<file path="config.mk">
export PLATFORM = sky130hd
export DESIGN_NAME = hazard_unit_mc_flat
export DESIGN_NICKNAME = d
export VERILOG_FILES = /design/src/rtl/hazard_unit_mc_if.sv /design/src/rtl/hazard_unit_mc.sv /design/src/flat_wrapper.sv
export SDC_FILE = /design/constraint.sdc
export NUM_CORES = 1
export LEC_CHECK = 0
export BUFFER_PORTS_ARGS = -buffer_cell sky130_fd_sc_hd__clkbuf_2
export CAP_MARGIN = 0
export CORE_ASPECT_RATIO = 0.9
export CORE_MARGIN = 2
export CORE_UTILIZATION = 40
export DETAILED_ROUTE_END_ITERATION = 8
export GPL_ROUTABILITY_DRIVEN = 0
export PLACE_DENSITY = 0.82
export SETUP_SLACK_MARGIN = 0.3
export SLEW_MARGIN = 20
export SYNTH_ARGS = -nofsm -noshare
export SYNTH_HDL_FRONTEND = slang
export SYNTH_SLANG_ARGS = --single-unit
export TNS_END_PERCENT = 30
</file>
<file path="constraint.sdc">
create_clock -name iclk -period 2.5 [get_ports iclk]
set_clock_uncertainty 0.15 [all_clocks]
set_input_delay 0.25 -clock iclk [delete_from_list [all_inputs] [get_ports iclk]]
set_output_delay 0.25 -clock iclk [all_outputs]
set_load 0.005 [all_outputs]
</file>
<file path="src/rtl/hazard_unit_mc_if.sv">
// Hazard unit bus: decode/execute/mem/writeback register info in,
// forward selects, stall enables and flush controls out.
// The master modport is the datapath side, the slave modport is the hazard unit.
// Optional HAZARD_PERF_CNT_EN adds the stall/flush performance counters.
interface hazard_unit_mc_if #(
    parameter int REG_ADDR_W = 5
);
    logic [REG_ADDR_W-1:0] irs1_decod;
    logic [REG_ADDR_W-1:0] irs2_decod;
    logic                  iuse_rs1_decod;
    logic                  iuse_rs2_decod;
    logic                  imc_op_decod;
    logic [REG_ADDR_W-1:0] irs1_exect;
    logic [REG_ADDR_W-1:0] irs2_exect;
    logic [REG_ADDR_W-1:0] ird_exect;
    logic                  ipc_src_exect;
    logic                  iresult_src_b0_exect;
    logic                  imc_start_exect;
    logic                  imc_done;
    logic [REG_ADDR_W-1:0] ird_mem;
    logic [REG_ADDR_W-1:0] ird_wrt;
    logic                  ireg_wr_mem;
    logic                  ireg_wr_wrt;
    logic [1:0]            oforward_ae;
    logic [1:0]            oforward_be;
    logic                  ostall_fetch;
    logic                  ostall_decod;
    logic                  oflush_decod;
    logic                  oflush_exect;
    logic                  omc_busy;
`ifdef HAZARD_PERF_CNT_EN
    logic [31:0]           ostall_cnt;
    logic [31:0]           oflush_cnt;
`endif

    modport master (
        output irs1_decod, irs2_decod, iuse_rs1_decod, iuse_rs2_decod, imc_op_decod,
        output irs1_exect, irs2_exect, ird_exect, ipc_src_exect, iresult_src_b0_exect,
        output imc_start_exect, imc_done, ird_mem, ird_wrt, ireg_wr_mem, ireg_wr_wrt,
        input  oforward_ae, oforward_be, ostall_fetch, ostall_decod,
        input  oflush_decod, oflush_exect, omc_busy
`ifdef HAZARD_PERF_CNT_EN
        , input ostall_cnt, oflush_cnt
`endif
    );

    modport slave (
        input  irs1_decod, irs2_decod, iuse_rs1_decod, iuse_rs2_decod, imc_op_decod,
        input  irs1_exect, irs2_exect, ird_exect, ipc_src_exect, iresult_src_b0_exect,
        input  imc_start_exect, imc_done, ird_mem, ird_wrt, ireg_wr_mem, ireg_wr_wrt,
        output oforward_ae, oforward_be, ostall_fetch, ostall_decod,
        output oflush_decod, oflush_exect, omc_busy
`ifdef HAZARD_PERF_CNT_EN
        , output ostall_cnt, oflush_cnt
`endif
    );
endinterface

</file>
<file path="src/rtl/hazard_unit_mc.sv">
// Pipeline hazard unit for the 5-stage core: EX forwarding, branch flush,
// LOAD_LAT-bubble load-use stall and a one-entry scoreboard for the
// multi-cycle (mul/div) unit.
// Optional feature macro: HAZARD_PERF_CNT_EN (saturating stall/flush cycle counters).
module hazard_unit_mc #(
    parameter int REG_ADDR_W = 5,
    parameter int LOAD_LAT   = 1,
    parameter int CNT_W      = 2
) (
    input  logic           iclk,
    input  logic           irst,
    hazard_unit_mc_if.slave hif
);

    localparam logic [CNT_W-1:0]      LD_INIT = CNT_W'(LOAD_LAT - 1);
    localparam logic [CNT_W-1:0]      CNT_ONE = CNT_W'(1);
    localparam logic [CNT_W-1:0]      CNT_ZERO = {CNT_W{1'b0}};
    localparam logic [REG_ADDR_W-1:0] X0 = {REG_ADDR_W{1'b0}};

    // Forward select for one operand: mem beats writeback; x0 never forwards.
    function automatic logic [1:0] fwd_sel(
        input logic [REG_ADDR_W-1:0] src,
        input logic [REG_ADDR_W-1:0] rd_mem,
        input logic                  wr_mem,
        input logic [REG_ADDR_W-1:0] rd_wrt,
        input logic                  wr_wrt
    );
        logic [1:0] sel;
        sel = 2'b00;
        if (src == X0) begin
            sel = 2'b00;
        end else if (wr_mem && (rd_mem == src)) begin
            sel = 2'b10;
        end else if (wr_wrt && (rd_wrt == src)) begin
            sel = 2'b01;
        end else begin
            sel = 2'b00;
        end
        return sel;
    endfunction

    logic [CNT_W-1:0]      cnt_q,      cnt_d;
    logic                  mc_valid_q, mc_valid_d;
    logic [REG_ADDR_W-1:0] mc_rd_q,    mc_rd_d;
    logic                  dep_ld_s;
    logic                  dep_mc_s;
    logic                  stall_s;
    logic                  stall_gate_s;

    // Hazard detection: load-use and multi-cycle (data + structural) dependencies.
    always_comb begin
        dep_ld_s = 1'b0;
        dep_mc_s = 1'b0;
        dep_ld_s = hif.iresult_src_b0_exect && (hif.ird_exect != X0) &&
                   ((hif.iuse_rs1_decod && (hif.irs1_decod == hif.ird_exect)) ||
                    (hif.iuse_rs2_decod && (hif.irs2_decod == hif.ird_exect)));
        // Structural hazard: only one multi-cycle op may be in flight.
        dep_mc_s = mc_valid_q &&
                   (((mc_rd_q != X0) &&
                     ((hif.iuse_rs1_decod && (hif.irs1_decod == mc_rd_q)) ||
                      (hif.iuse_rs2_decod && (hif.irs2_decod == mc_rd_q)))) ||
                    hif.imc_op_decod);
        stall_s      = dep_ld_s || (cnt_q != CNT_ZERO) || dep_mc_s;
        // A taken branch kills the stalled instruction, so stalling is pointless.
        stall_gate_s = stall_s && !hif.ipc_src_exect;
    end

    // Output drive: forward muxes, stage holds and stage flushes.
    always_comb begin
        hif.oforward_ae  = fwd_sel(hif.irs1_exect, hif.ird_mem, hif.ireg_wr_mem,
                                   hif.ird_wrt, hif.ireg_wr_wrt);
        hif.oforward_be  = fwd_sel(hif.irs2_exect, hif.ird_mem, hif.ireg_wr_mem,
                                   hif.ird_wrt, hif.ireg_wr_wrt);
        hif.ostall_fetch = stall_gate_s;
        hif.ostall_decod = stall_gate_s;
        hif.oflush_decod = hif.ipc_src_exect;
        hif.oflush_exect = hif.ipc_src_exect || stall_gate_s;
        hif.omc_busy     = mc_valid_q;
    end

    // Next state: load bubble counter and multi-cycle scoreboard.
    always_comb begin
        cnt_d      = cnt_q;
        mc_valid_d = mc_valid_q;
        mc_rd_d    = mc_rd_q;
        if (hif.ipc_src_exect) begin
            cnt_d = CNT_ZERO;
        end else if (cnt_q != CNT_ZERO) begin
            cnt_d = cnt_q - CNT_ONE;
        end else if (dep_ld_s) begin
            cnt_d = LD_INIT;
        end else begin
            cnt_d = CNT_ZERO;
        end
        // A new launch outranks completion of the previous op in the same cycle.
        // The branch does not touch the scoreboard: the mc op is older than it.
        if (hif.imc_start_exect) begin
            mc_valid_d = 1'b1;
            mc_rd_d    = hif.ird_exect;
        end else if (hif.imc_done) begin
            mc_valid_d = 1'b0;
        end else begin
            mc_valid_d = mc_valid_q;
        end
    end

    // State registers with synchronous reset.
    always_ff @(posedge iclk) begin
        if (irst) begin
            cnt_q      <= CNT_ZERO;
            mc_valid_q <= 1'b0;
            mc_rd_q    <= X0;
        end else begin
            cnt_q      <= cnt_d;
            mc_valid_q <= mc_valid_d;
            mc_rd_q    <= mc_rd_d;
        end
    end

`ifdef HAZARD_PERF_CNT_EN
    localparam logic [31:0] CNT_SAT = 32'hFFFF_FFFF;

    logic [31:0] stall_cnt_q, stall_cnt_d;
    logic [31:0] flush_cnt_q, flush_cnt_d;

    // Saturating counts of stalled-decode and flushed-decode cycles.
    always_comb begin
        stall_cnt_d = stall_cnt_q;
        flush_cnt_d = flush_cnt_q;
        if (stall_gate_s && (stall_cnt_q != CNT_SAT)) begin
            stall_cnt_d = stall_cnt_q + 32'd1;
        end else begin
            stall_cnt_d = stall_cnt_q;
        end
        if (hif.ipc_src_exect && (flush_cnt_q != CNT_SAT)) begin
            flush_cnt_d = flush_cnt_q + 32'd1;
        end else begin
            flush_cnt_d = flush_cnt_q;
        end
        hif.ostall_cnt = stall_cnt_q;
        hif.oflush_cnt = flush_cnt_q;
    end

    // Performance counter registers with synchronous reset.
    always_ff @(posedge iclk) begin
        if (irst) begin
            stall_cnt_q <= 32'd0;
            flush_cnt_q <= 32'd0;
        end else begin
            stall_cnt_q <= stall_cnt_d;
            flush_cnt_q <= flush_cnt_d;
        end
    end
`endif

endmodule

</file>
<file path="src/flat_wrapper.sv">
// flat-port wrapper written by rule: the top's interface ports become plain ports
module hazard_unit_mc_flat 
#(
    parameter int REG_ADDR_W = 5,
    parameter int LOAD_LAT   = 1,
    parameter int CNT_W      = 2
)
  (iclk, irst, hif_irs1_decod, hif_irs2_decod, hif_iuse_rs1_decod, hif_iuse_rs2_decod, hif_imc_op_decod, hif_irs1_exect, hif_irs2_exect, hif_ird_exect, hif_ipc_src_exect, hif_iresult_src_b0_exect, hif_imc_start_exect, hif_imc_done, hif_ird_mem, hif_ird_wrt, hif_ireg_wr_mem, hif_ireg_wr_wrt, hif_oforward_ae, hif_oforward_be, hif_ostall_fetch, hif_ostall_decod, hif_oflush_decod, hif_oflush_exect, hif_omc_busy);
  hazard_unit_mc_if #(.REG_ADDR_W(REG_ADDR_W)) hif_i ();
  input  logic iclk;
  input  logic irst;
  input wire logic [$bits(hif_i.irs1_decod)-1:0] hif_irs1_decod;
  input wire logic [$bits(hif_i.irs2_decod)-1:0] hif_irs2_decod;
  input wire logic [$bits(hif_i.iuse_rs1_decod)-1:0] hif_iuse_rs1_decod;
  input wire logic [$bits(hif_i.iuse_rs2_decod)-1:0] hif_iuse_rs2_decod;
  input wire logic [$bits(hif_i.imc_op_decod)-1:0] hif_imc_op_decod;
  input wire logic [$bits(hif_i.irs1_exect)-1:0] hif_irs1_exect;
  input wire logic [$bits(hif_i.irs2_exect)-1:0] hif_irs2_exect;
  input wire logic [$bits(hif_i.ird_exect)-1:0] hif_ird_exect;
  input wire logic [$bits(hif_i.ipc_src_exect)-1:0] hif_ipc_src_exect;
  input wire logic [$bits(hif_i.iresult_src_b0_exect)-1:0] hif_iresult_src_b0_exect;
  input wire logic [$bits(hif_i.imc_start_exect)-1:0] hif_imc_start_exect;
  input wire logic [$bits(hif_i.imc_done)-1:0] hif_imc_done;
  input wire logic [$bits(hif_i.ird_mem)-1:0] hif_ird_mem;
  input wire logic [$bits(hif_i.ird_wrt)-1:0] hif_ird_wrt;
  input wire logic [$bits(hif_i.ireg_wr_mem)-1:0] hif_ireg_wr_mem;
  input wire logic [$bits(hif_i.ireg_wr_wrt)-1:0] hif_ireg_wr_wrt;
  output wire logic [$bits(hif_i.oforward_ae)-1:0] hif_oforward_ae;
  output wire logic [$bits(hif_i.oforward_be)-1:0] hif_oforward_be;
  output wire logic [$bits(hif_i.ostall_fetch)-1:0] hif_ostall_fetch;
  output wire logic [$bits(hif_i.ostall_decod)-1:0] hif_ostall_decod;
  output wire logic [$bits(hif_i.oflush_decod)-1:0] hif_oflush_decod;
  output wire logic [$bits(hif_i.oflush_exect)-1:0] hif_oflush_exect;
  output wire logic [$bits(hif_i.omc_busy)-1:0] hif_omc_busy;
  assign hif_i.irs1_decod = hif_irs1_decod;
  assign hif_i.irs2_decod = hif_irs2_decod;
  assign hif_i.iuse_rs1_decod = hif_iuse_rs1_decod;
  assign hif_i.iuse_rs2_decod = hif_iuse_rs2_decod;
  assign hif_i.imc_op_decod = hif_imc_op_decod;
  assign hif_i.irs1_exect = hif_irs1_exect;
  assign hif_i.irs2_exect = hif_irs2_exect;
  assign hif_i.ird_exect = hif_ird_exect;
  assign hif_i.ipc_src_exect = hif_ipc_src_exect;
  assign hif_i.iresult_src_b0_exect = hif_iresult_src_b0_exect;
  assign hif_i.imc_start_exect = hif_imc_start_exect;
  assign hif_i.imc_done = hif_imc_done;
  assign hif_i.ird_mem = hif_ird_mem;
  assign hif_i.ird_wrt = hif_ird_wrt;
  assign hif_i.ireg_wr_mem = hif_ireg_wr_mem;
  assign hif_i.ireg_wr_wrt = hif_ireg_wr_wrt;
  assign hif_oforward_ae = hif_i.oforward_ae;
  assign hif_oforward_be = hif_i.oforward_be;
  assign hif_ostall_fetch = hif_i.ostall_fetch;
  assign hif_ostall_decod = hif_i.ostall_decod;
  assign hif_oflush_decod = hif_i.oflush_decod;
  assign hif_oflush_exect = hif_i.oflush_exect;
  assign hif_omc_busy = hif_i.omc_busy;
  hazard_unit_mc #(.REG_ADDR_W(REG_ADDR_W), .LOAD_LAT(LOAD_LAT), .CNT_W(CNT_W)) u_core (.iclk(iclk), .irst(irst), .hif(hif_i));
endmodule
</file>
==> PnR_summary.wiki <==
{| class="wikitable"
! Metric !! Value
|-
| Achievable clock frequency || approximately 450 MHz
|-
| Area share of fa/ha/maj cells after synthesis || under 10%
|-
| Fraction of final layout cells sized beyond drive strength 1 || slightly above 40%
|-
| Proportion of synthesized flip-flops having asynchronous set or reset || 0%
|-
| Number of max-slew violations in the final report || 0
|-
| Clock-pin slew on the worst setup and hold paths || approximately 0.050 ns
|-
| Final cycle utilization of the critical path || approximately 88%
|-
| Synth Register Bits || 8
|-
| Mapped Area || just under 900 um2
|-
| Critical Path Source Type || flip-flop
|-
| Most area-consuming cells after synthesis || xor2_1, dfxtp_1, xnor2_1
|-
| Post-synth top area cell || xor2_1
|-
| Number of enable-type register cells in the synthesized netlist || 0
|-
| Antenna violations before repair || 0
|-
| Port Buffer Count || 54
|-
| Worst setup path class || flip-flop to output port
|-
| Total number of vias || 940
|-
| Final routed DRC violation total || 0
|-
| Clock tree from TritonCTS || done
|-
| Total wire length || around 2.4 mm
|-
| Routed Antenna Nets || 0
|-
| Count leader, synth || xor2_1
|-
| Total overflow reported by the global router || 0
|-
| Pin count of the biggest net entering global routing || 9
|-
| CTS buffer count || 3
|-
| Ant diodes || 0
|-
| Final hold violation count || 0
|-
| Worst rel slew slack || between 70% and 80%
|-
| Sequential area share after synthesis || ~18%
|-
| Largest fanout of any net on the critical path || 4
|-
| Hold WC Path Type || input port to flip-flop
|-
| Deepest level of the CTS H-tree || 1
|-
| Time the final worst path needs with I/O delays and setup || 2.21 ns
|-
| I/O pin count || 55
|-
| Unrepaired setup endpoints after global routing || true
|-
| Combinational family with the most area after synthesis || XOR/XNOR gates
|-
| List of most frequent post-synthesis cells || xor2_1, xnor2_1, dfxtp_1, nor4_1, nor3_1
|-
| Starting DRC count in detailed routing || 4
|-
| Power density cells || around 330 nW/um2
|-
| Sum of negative setup slack || 0 ns
|-
| Width of the chip || ~53 um
|-
| Yosys warnings || 0
|-
| Height of the die || between 40 and 50 um
|-
| First-pass iteration count of the detailed router || 4
|-
| Vias per std cell || 5.08
|-
| Initial Util || between 40% and 50%
|-
| Static leakage power || between 0.5 and 0.6 nW
|-
| Data required time at the worst endpoint || about 2.1 ns
|-
| MaxCap Viol Count || 0
|-
| Critical path endpoint category || output port
|-
| Arrival time reported for the critical path endpoint || approximately 1.8 ns
|-
| Total design power || 0.392 mW
|-
| Area share of and/or/nand/nor cells after synthesis || 24.2%
|-
| Top cell type's share of synthesized area || about 22%
|-
| Mean routed wirelength per cell || 12.8 um
|-
| Complex-gate fraction of the synthesized area || under 10%
|-
| Synthesized netlist cell count || between 100 and 150
|-
| Predominant post-synthesis flop cell || dfxtp_1
|-
| Post-synthesis share of cell area spent on xor and xnor gates || a little under two fifths
|-
| Status || complete, no violations
|-
| Met2 Wirelength || between 1 and 1.5 mm
|-
| Maximum buffer depth of the clock tree || 2
|-
| Setup Buffers After CTS || 0
|-
| Placed wire-length estimate || ~2.1 mm
|-
| Proportion of synthesized area in mux cells || approximately 5.7%
|-
| Area of the die || roughly 2600 um2
|-
| Area growth from synthesis to layout || 35.8%
|-
| Util after Layout || around 56%
|-
| Clock net sink count || 8
|-
| First-pass GRT wire length || between 3 and 4 mm
|-
| Clock Root Buffer || clkbuf_4
|-
| Syn Nets || between 150 and 200
|-
| Vias in the first global route || 983
|-
| Total number of nets in the final design || a little over 200
|-
| Transition time of the tightest slew-check pin || 0.434 ns
|-
| Met1 Wirelength || about 940 um
|-
| Final-report setup violation count || 0
|-
| Standard cell core area || ~2100 um2
|-
| Clock latency on the worst-skew pair || 0.25 ns
|-
| Met3 WL || 142 um
|-
| Highest routing layer actually used || met4
|-
| Aggregate global-route resource usage || roughly a fifth
|-
| Number of cell rows || 16
|-
| Worst vdd rail ir drop || approximately 0.28 mV
|-
| Synth unique cells || 25
|-
| Avg Cell Area, Syn || between 8 and 9 um2
|}
==> cell type report <==
type | count | area [um2]
Clock buffer | 3 | 22.5
Fill cell | 223 | 935
Inverter | 5 | 18.8
Multi-Input combinational cell | 88 | 679
Sequential cell | 8 | 163
Tap cell | 27 | 33.8
Timing Repair Buffer | 54 | 270
==> per-layer routing <==
metal	up-vias	track usage, %
met5	-	0
met4	0	7.69
met3	3	2.16
met2	37	39.5
met1	424	19.6
li1	476	-
==> logic make-up after synthesis <==
| kind of cell | count (synthesis) |
|---|---|
| AOI/OAI and AO/OA | 8 |
| xor gates and xnor gates | 38 |
| adders and majority gates | 1 |
| buffers and inverters | 9 |
| DFF | 8 |
| muxes | 5 |
| and+or+nand+nor | 36 |
==> stage by stage <==
step                setup WS (ns)  cells  cell area (um2)  hold slack [ns]
finish                      0.293    185             1190           0.0872
global route                0.202    185             1190           0.0962
CTS                         0.286    185             1180           0.0638
detailed placement          0.467    182             1160            0.265
global placement            0.550    182             1160            0.257
floorplan                   0.572    105              875            0.176
==> repair_timing <==
action	4_1_cts	5_1_grt
gates resized for setup	2	1
pin swaps	1	1
hold buffers	0	0
setup endpoints to repair	3	3
gates cloned	0	0
==> cells in the final DEF, fill, tap and decap left out, types with 3 or more instances in the layout <==
master / count
nor4_1: 8
a21oi_1: 3
and3_1: 4
dfxtp_1: 6
clkbuf_2: 54
xnor2_1: 16
inv_1: 5
xor2_1: 22
nor3_1: 7
mux2i_1: 5
clkbuf_4: 3
nor2_1: 6
==> state kept, by name (all words and copies together), names as in the netlist <==
name / flops
u_core.cnt_q: 2
u_core.mc_rd_q: 5
u_core.hif.omc_busy: 1
==> path summary, 6_finish.rpt <==
kind	start	endpoint	slack [ns]	cells past startpoint
worst max-delay path	u_core.mc_rd_q[2]	hif_ostall_decod	0.29	6
worst min register to register	u_core.cnt_q[0]	u_core.cnt_q[0]	0.27	1
worst min-delay path	hif_ipc_src_exect	u_core.cnt_q[0]	0.09	2
worst max register to register	u_core.cnt_q[0]	u_core.cnt_q[1]	1.38	3
==> power breakdown <==
part           leakage [nW]  switching, mW  total (mW)  internal [mW]
sequential           0.0665        0.00928       0.143          0.134
combinational         0.480         0.0750       0.154         0.0788
clock                0.0138         0.0398      0.0944         0.0546
total                 0.560          0.124       0.392          0.268
==> critical path, stage by stage, from the launching register on <==
cell      delay (ns)
dfxtp_2         0.34
or4_4           0.55
nor2_4          0.12
nor3_2          0.06
o31ai_4         0.23
a31oi_2         0.12
clkbuf_2        0.12
Power figures use the tool's default switching activity.
